`src/rtl/kmerge_run_ptr_gen.sv`:
```
// Run pointer generator for the 8-way k-merge core: loads per-way run bases for each
// group, clips them to the array length, then serves pops with one registered read address each.
module kmerge_run_ptr_gen #(
   parameter int unsigned ADDR_W = 18,
   parameter int unsigned LEN_W  = 17,
   parameter int unsigned WAYS   = 8
) (
   input  logic              ap_clk,
   input  logic              ap_rst_n,
   input  logic              start,
   input  logic [LEN_W-1:0]  run_len,
   input  logic [ADDR_W-1:0] total_len,
   input  logic [7:0]        n_groups,
   input  logic              base_valid,
   input  logic [ADDR_W-1:0] base_data,
   output logic              base_ready,
   input  logic              pop_valid,
   input  logic [2:0]        pop_way,
   output logic              pop_ready,
   output logic              rd_addr_valid,
   output logic [ADDR_W-1:0] rd_addr,
   output logic [WAYS-1:0]   way_empty,
   output logic              group_done,
   output logic              pass_done,
   output logic              busy,
   output logic              err
);

   localparam int unsigned EW = ADDR_W + 1;

   typedef enum logic [1:0] {StIdle, StLoad, StServe, StGdone} state_e;

   state_e            state_q, state_d;
   logic [LEN_W-1:0]  run_len_q, run_len_d;
   logic [ADDR_W-1:0] total_len_q, total_len_d;
   logic [7:0]        n_groups_q, n_groups_d;
   logic [7:0]        grp_cnt_q, grp_cnt_d;
   logic [2:0]        k_q, k_d;
   logic [ADDR_W-1:0] head_q [WAYS];
   logic [ADDR_W-1:0] head_d [WAYS];
   logic [EW-1:0]     end_q  [WAYS];
   logic [EW-1:0]     end_d  [WAYS];
   logic [WAYS-1:0]   empty_q, empty_d;
   logic              err_q, err_d;
   logic              zero_pass_q, zero_pass_d;
   logic              rd_valid_q, rd_valid_d;
   logic [ADDR_W-1:0] rd_addr_q, rd_addr_d;

   // Base classification, evaluated against the values latched at start
   logic [EW-1:0] base_ext, total_ext, base_sum, end_new;
   logic          base_neg, base_oob;

   assign base_ext  = {1'b0, base_data};
   assign total_ext = {1'b0, total_len_q};
   assign base_sum  = base_ext + EW'(run_len_q);
   assign end_new   = (base_sum > total_ext) ? total_ext : base_sum;
   assign base_neg  = base_data[ADDR_W-1];
   assign base_oob  = base_data >= total_len_q;

   logic          pop_fire;
   logic [EW-1:0] head_inc;

   assign pop_fire = (state_q == StServe) && pop_valid && !empty_q[pop_way];
   assign head_inc = {1'b0, head_q[pop_way]} + EW'(1);

   always_comb begin
      state_d     = state_q;
      run_len_d   = run_len_q;
      total_len_d = total_len_q;
      n_groups_d  = n_groups_q;
      grp_cnt_d   = grp_cnt_q;
      k_d         = k_q;
      head_d      = head_q;
      end_d       = end_q;
      empty_d     = empty_q;
      err_d       = err_q;
      zero_pass_d = 1'b0;
      rd_valid_d  = 1'b0;
      rd_addr_d   = rd_addr_q;
      base_ready  = 1'b0;
      pop_ready   = 1'b0;
      group_done  = 1'b0;
      pass_done   = zero_pass_q;

      unique case (state_q)
         StIdle: begin
            if (start) begin
               run_len_d   = run_len;
               total_len_d = total_len;
               n_groups_d  = n_groups;
               grp_cnt_d   = 8'd0;
               err_d       = 1'b0;
               if (n_groups == 8'd0) begin
                  zero_pass_d = 1'b1;
               end else begin
                  state_d = StLoad;
                  k_d     = 3'd0;
               end
            end
         end

         StLoad: begin
            base_ready = 1'b1;
            if (base_valid) begin
               if (base_neg) begin
                  empty_d[k_q] = 1'b1;
                  err_d        = 1'b1;
               end else if (base_oob) begin
                  empty_d[k_q] = 1'b1;
               end else begin
                  head_d[k_q]  = base_data;
                  end_d[k_q]   = end_new;
                  // a zero-length run has no elements to hand out
                  empty_d[k_q] = (end_new == base_ext);
               end
               k_d = k_q + 3'd1;
               if (k_q == 3'(WAYS - 1)) begin
                  state_d = (&empty_d) ? StGdone : StServe;
               end
            end
         end

         StServe: begin
            pop_ready = pop_fire;
            if (pop_fire) begin
               rd_valid_d      = 1'b1;
               rd_addr_d       = head_q[pop_way];
               head_d[pop_way] = head_inc[ADDR_W-1:0];
               if (head_inc == end_q[pop_way]) begin
                  empty_d[pop_way] = 1'b1;
               end
               if (&empty_d) begin
                  state_d = StGdone;
               end
            end
         end

         StGdone: begin
            group_done = 1'b1;
            grp_cnt_d  = grp_cnt_q + 8'd1;
            if (grp_cnt_d == n_groups_q) begin
               pass_done = 1'b1;
               state_d   = StIdle;
            end else begin
               state_d = StLoad;
               k_d     = 3'd0;
            end
         end

         default: state_d = StIdle;
      endcase
   end

   always_ff @(posedge ap_clk or negedge ap_rst_n) begin
      if (!ap_rst_n) begin
         state_q     <= StIdle;
         run_len_q   <= '0;
         total_len_q <= '0;
         n_groups_q  <= '0;
         grp_cnt_q   <= '0;
         k_q         <= '0;
         for (int i = 0; i < WAYS; i++) begin
            head_q[i] <= '0;
            end_q[i]  <= '0;
         end
         empty_q     <= '1;
         err_q       <= 1'b0;
         zero_pass_q <= 1'b0;
         rd_valid_q  <= 1'b0;
         rd_addr_q   <= '0;
      end else begin
         state_q     <= state_d;
         run_len_q   <= run_len_d;
         total_len_q <= total_len_d;
         n_groups_q  <= n_groups_d;
         grp_cnt_q   <= grp_cnt_d;
         k_q         <= k_d;
         for (int i = 0; i < WAYS; i++) begin
            head_q[i] <= head_d[i];
            end_q[i]  <= end_d[i];
         end
         empty_q     <= empty_d;
         err_q       <= err_d;
         zero_pass_q <= zero_pass_d;
         rd_valid_q  <= rd_valid_d;
         rd_addr_q   <= rd_addr_d;
      end
   end

   assign busy          = (state_q != StIdle);
   assign err           = err_q;
   assign way_empty     = empty_q;
   assign rd_addr       = rd_addr_q;
   assign rd_addr_valid = rd_valid_q;

endmodule

```
`config.mk`:
```
export PLATFORM = sky130hd
export DESIGN_NAME = kmerge_run_ptr_gen
export DESIGN_NICKNAME = d
export VERILOG_FILES = /design/src/rtl/kmerge_run_ptr_gen.sv
export SDC_FILE = /design/constraint.sdc
export NUM_CORES = 1
export LEC_CHECK = 0
export CAP_MARGIN = 10
export CORE_ASPECT_RATIO = 1.25
export CORE_MARGIN = 3
export CORE_UTILIZATION = 45
export CTS_CLUSTER_SIZE = 40
export DETAILED_ROUTE_END_ITERATION = 6
export PLACE_DENSITY_LB_ADDON = 0.05
export SETUP_SLACK_MARGIN = 0.5
export SYNTH_ARGS = -nofsm -noshare
export SYNTH_HDL_FRONTEND = slang
export SYNTH_SLANG_ARGS = --single-unit
```
`constraint.sdc`:
```
create_clock -name ap_clk -period 5.5 [get_ports ap_clk]
set_input_delay 0.55 -clock ap_clk [delete_from_list [all_inputs] [get_ports ap_clk]]
set_output_delay 0.55 -clock ap_clk [all_outputs]
set_load 0.01 [all_outputs]
```
# After elaboration in Yosys (flattened, before gate mapping)
# Cells that the tools add are included.
# totals
register_bits	381
wordCells	157
input_bits	69
# classes
addsub	4
magnitude_cmp	10
muxes	68
n_bitwise	6
eq_ne	17
reduce_logical	25
# op_table
op	count
$mux W144	4
$bwmux W144	2
$pmux W144 S2	1
$bwmux W152	1
$demux W18 S3	2
$mux W8	10
$mux W19	4
$mux W18	4
$bmux W19 S3	1
$demux W19 S3	1
$bmux W18 S3	1
$pmux W8 S2	2
$add A18 B1 Y19 const B	1
$add A18 B17 Y19	1
$eq A19 B18 Y1	1
$eq A19 B19 Y1	1
$gt A19 B18 Y1	1
$ge A18 B18 Y1	1
$mux W1	18
$ne A2 B2 Y1 const B	9
$or A8 B8 Y8	2
$reduce_and A8 Y1	2
$mux W2	6
$mux W3	4
30 further kinds	50

# Logic depth before layout (Yosys ltp)
# depth
depth_word	14
mapped_depth	22

# Worst setup path before layout
# No wires, ideal clock.
# synth_path
kind	in2reg
startpoint	input base_data[0]
endpoint	register empty_q[7], in the netlist way_empty[7]
required_time_ps	5402
n_path_buf	0
t_arrival_ps	5419
stages	21
setup_slack_ps	-18
path_cell_list	ha_1 > fa_1 > a21oi_1 > o21ai_0 > a21oi_1 > o21ai_0 > a31oi_1 > o21a_1 > o311ai_0 > ha_1 > a21o_1 > a21oi_1 > o21ai_0 > a21o_1 > a221o_1 > nor2_2 > mux2_2 > a2111o_1 > nor4_1 > nor3b_2 > a221oi_1
# synth_between
elab_chain_cells	11
# synth_lines
element	line_no	text
start, declared	15	input logic [ADDR_W-1:0] base_data,
$add A18 B17 Y19	55	assign base_sum = base_ext + EW'(run_len_q);
$gt A19 B18 Y1	56	assign end_new = (base_sum > total_ext) ? total_ext : base_sum;
$mux W19	56	
$eq A19 B18 Y1	114	empty_d[k_q] = (end_new == base_ext);
$bwmux W8	114	
$mux W8 *	108	end else if (base_oob) begin
$mux W8 *	105	if (base_neg) begin
$mux W8 *	104	if (base_valid) begin
$mux W8 *	85	unique case (state_q)
$mux W8 *	104	
$pmux W8 S2 *	85	
end signal, assigned	182	empty_q <= empty_d;
end, declared	43	logic [WAYS-1:0] empty_q, empty_d;
# Every way passes the cells marked *; elsewhere a longest branch is shown, timed or not. The select of a mux whose other input is x is not followed.
# A chain may end at the register's enable or synchronous reset.

# Final worst setup path
# layout_path
startpoint	register run_len_q[0]
endpoint	register empty_q[4], in the netlist way_empty[4]
# layout_between
elab_chain_cells	11
# layout_lines
element	line_no	text
start, declared	34	logic [LEN_W-1:0] run_len_q, run_len_d;
start signal, assigned	173	run_len_q <= run_len_d;
$add A18 B17 Y19 *	55	
$gt A19 B18 Y1	56	
$mux W19 *	56	
$eq A19 B18 Y1 *	114	
$bwmux W8 *	114	
$mux W8 *	108	
$mux W8 *	105	
$mux W8 *	104	
$mux W8 *	85	
$mux W8 *	104	
$pmux W8 S2 *	85	
# Marked as above.

==> out/summary.json <==
{
  "sta": {
    "finalSetupViolations": 0,
    "finalCritPeriodShare_pct": 91.4,
    "finClkSkew_ps": 16.4,
    "fin_ws_ps": 474,
    "hold_violations": 0,
    "finalMaxSlewViolations": 0,
    "tightestPinTransition_ps": 1120,
    "worst_slew_margin_rel_pct": 25.4,
    "achievable-frequency_mhz": 199,
    "rsz0062_at_grt": "yes",
    "clock_period_minus_final_worst_setup_slack_ps": 5030
  },
  "power": {
    "leakagePower_nw": 11.5,
    "p_total_mw": 14.4,
    "ir_worst_vdd_mv": 0.366,
    "power_density_nw_per_um2": 555
  },
  "yosys": {
    "mappedNetlistArea_um2": 21700,
    "seq_area_frac_synth_pct": 43.9,
    "ys_ff_latch": 381,
    "postSynthAreaPerCell_um2": 10.4,
    "ys_types": 91,
    "synth_area_leaders": "sky130_fd_sc_hd__dfrtp_1, sky130_fd_sc_hd__mux2_2, sky130_fd_sc_hd__o22ai_1",
    "synth_warnings": 0,
    "post_synth_top_area_share_pct": 42.9,
    "netlist_instances": 2098,
    "synth_edf_count": 0,
    "async_flop_share_pct": 100,
    "synth_flop_cell": "sky130_fd_sc_hd__dfrtp_1",
    "synth.net_count": 2229,
    "synth_top_cell_by_area": "sky130_fd_sc_hd__dfrtp_1"
  },
  "finish": {
    "final_cell_count_no_fill": 2944,
    "commonest_non_fill_non_tap_cells_in_the_layout": "sky130_fd_sc_hd__dfrtp_1, sky130_fd_sc_hd__mux2_2, sky130_fd_sc_hd__nor2_1",
    "final_net_count": 2412,
    "most_common_cell_after_layout_fill_and_taps_aside": "sky130_fd_sc_hd__dfrtp_1",
    "seq_area_um2": 9550,
    "multi_input_area_um2": 11500,
    "fill_cells": 4324,
    "post-route-cell-area_um2": 25900,
    "areaGrowthSynthToFinish_pct": 19.0,
    "post-route-util_pct": 54.6,
    "antenna_cells_inserted": 0,
    "share_of_final_layout_standard_cells_stronger_than_drive_strength_1_pct": 24.4
  },
  "cts": {
    "clk_latency_ps": 600,
    "tritoncts": "done",
    "cts_inserted_buffers": 43,
    "clk_pin_slew_ps": 60,
    "cts_root_buffer": "sky130_fd_sc_hd__clkbuf_16",
    "cts_num_sinks": 381,
    "htreeDepth": 2,
    "worst_case_clock_buffer_depth": 3
  },
  "global_routing": {
    "grt_overflow_total": 0,
    "antenna_found_initial": 0,
    "pin_count_of_the_biggest_net_entering_global_routing": 133,
    "grt_pass1_wl_mm": 115,
    "gr-usage-all-layers_pct": 29.6,
    "via_count_of_the_first_global_routing_pass": 18332
  },
  "place": {
    "pre_cts_setup_slack_ps": -273,
    "placed_area_um2": 24300,
    "post_dp_hpwl_mm": 51.9,
    "placedCellCount": 2866,
    "gp_congestion": 0.914,
    "io_buffers": 101
  },
  "route": {
    "drtIter0Drc": 1428,
    "finalWirelength_mm": 76.4,
    "avgViaCountPerCell": 6.13,
    "routed_wire_length_per_instance_um": 25.9,
    "antenna_left": 0,
    "detailedRoute.firstPassIterationCount": 5,
    "detailroute.via_count": 18041,
    "drt_drc_violations_left": 0
  },
  "die": {
    "num_rows": 89,
    "dieArea_um2": 51000,
    "core_region_area_um2": 47400,
    "initial_utilization_pct": 45.8,
    "floorplan.io_pins": 102,
    "die_w_um": 203,
    "die_y_um": 252
  },
  "critical_path": {
    "critical_path.reg2reg.startpoint": "run_len_q[0]$_DFFE_PN0P_",
    "timing.critical_path.slowest_cell_delay_ps": 440,
    "worstPathRequired_ps": 6000,
    "timing.critical_path.slowest_stage_cell": "sky130_fd_sc_hd__dfrtp_2",
    "crit_arrival_ps": 5530,
    "path_buf_inv": 1,
    "cp-end-kind": "flip-flop",
    "path_max_fanout": 8,
    "timing.critical_path.from": "run_len_q[0]$_DFFE_PN0P_",
    "crit_path_start_kind": "flip-flop",
    "cp_cell_sequence": "ha_4, fa_2, a21oi_2, o21ai_1, a21oi_2, o21ai_4, a2111o_1, nand3_2, ha_4, a21o_1, a21o_1, a21oi_2, o21ai_1, a21o_1, a221o_1, nor2_4, mux2_4, a2111o_1, nor4_2, buf_4, nor3b_4, a221oi_2",
    "critical_path_class": "reg2reg",
    "worst_path_dominant_cell_family": "compound AO/OA/AOI/OAI gates"
  },
  "min_path": {
    "hold_path.startpoint": "rd_addr[10]$_DFFE_PN0P_",
    "min_path_type": "reg2reg"
  },
  "run": {
    "max_cap_violations": 0
  },
  "run_status": {
    "outcome": "complete, no violations"
  }
}
state kept, by name, summed over array words and instances (netlist names):
name	count
head_q	144
way_empty	8
run_len_q	17
state_q	2
rd_addr_valid	1
total_len_q	18
rd_addr	18
end_q	152
zero_pass_q	1
k_q	3
grp_cnt_q	8
n_groups_q	8
err	1
area by class of cell:
class / count / share of cell area, %
multi-input cells: 1518 / 44.4
flip-flops and latches: 381 / 36.9
inverters: 64 / 0.928
well taps: 637 / 3.08
repair buffers: 273 / 9.25
clock inverters: 13 / 0.740
clock buffers: 58 / 4.68
cells by family after synthesis:
family / count (synthesis) / share of synthesized area, %
compound gates: 596 / 17.8
xor+xnor: 75 / 3.41
fa+ha+maj: 62 / 3.60
buf+inv: 199 / 4.24
flops: 381 / 43.9
mux: 299 / 16.3
simple gates: 486 / 10.7
synth_stat cells (all sizes together) (9+ instances only):
cell type	n
nand4	17
mux2i	51
nor2	195
dfrtp	373
a21o	27
ha	61
a221oi	29
o21ai	71
nor3	19
nand2	112
mux2	226
o221ai	20
xnor2	39
nor2b	26
inv	63
a22o	21
a21oi	189
xor2	30
nand3	30
buf	48
nand2b	26
a2111oi	9
a31oi	9
clkbuf	87
mux4	22
o22ai	156
nor4	12
tightest hold or removal path: cells and delay by family, from the launching register on:
family / cells / cell delay [ps]
compound gates: 1 / 60
simple gates: 1 / 50
flops: 1 / 340
routing by layer:
layer / track usage (%) / part of all wire (%) / up-vias
li1: - / - / 8129
met1: 37.5 / 40 / 9081
met2: 51.3 / 49 / 643
met3: 3.72 / 5.8 / 188
met4: 12.7 / 4.8 / 0
met5: 0 / 0 / -
power by group:
group | internal [mW] | switching (mW) | total (mW)
clock | 1.65 | 1.25 | 2.90
sequential | 3.75 | 0.632 | 4.39
combinational | 3.17 | 3.90 | 7.07
stage by stage:
stage / setup TNS (ps) / hold slack (ps)
after floorplan: 0 / 254
final: 0 / 480
after global placement: -1200 / 470
after global routing: 0 / 507
after CTS: 0 / 488
after detailed placement: -1960 / 474
path summary, 6_finish.rpt:
kind,endpoint,slack [ps],cells past startpoint
max,way_empty[4]$_DFFE_PN1P_,470,22
min,rd_addr[10]$_DFFE_PN0P_,480,2
max reg2reg,way_empty[4]$_DFFE_PN1P_,470,22
min reg2reg,rd_addr[10]$_DFFE_PN0P_,480,2
max in group asynchronous,run_len_q[0]$_DFFE_PN0P_,3750,3
min in group asynchronous,head_q[70]$_DFFE_PN0P_,530,2
repair_timing:
item,4_1_cts,5_1_grt
setup buffers,6,0
endpoints found under the hold margin,64,0
endpoints found under the setup margin,8,9
hold buffers,1,0
pin swaps,2,2
resized for setup,21,4
No activity file was read; power rests on OpenSTA's default activity.
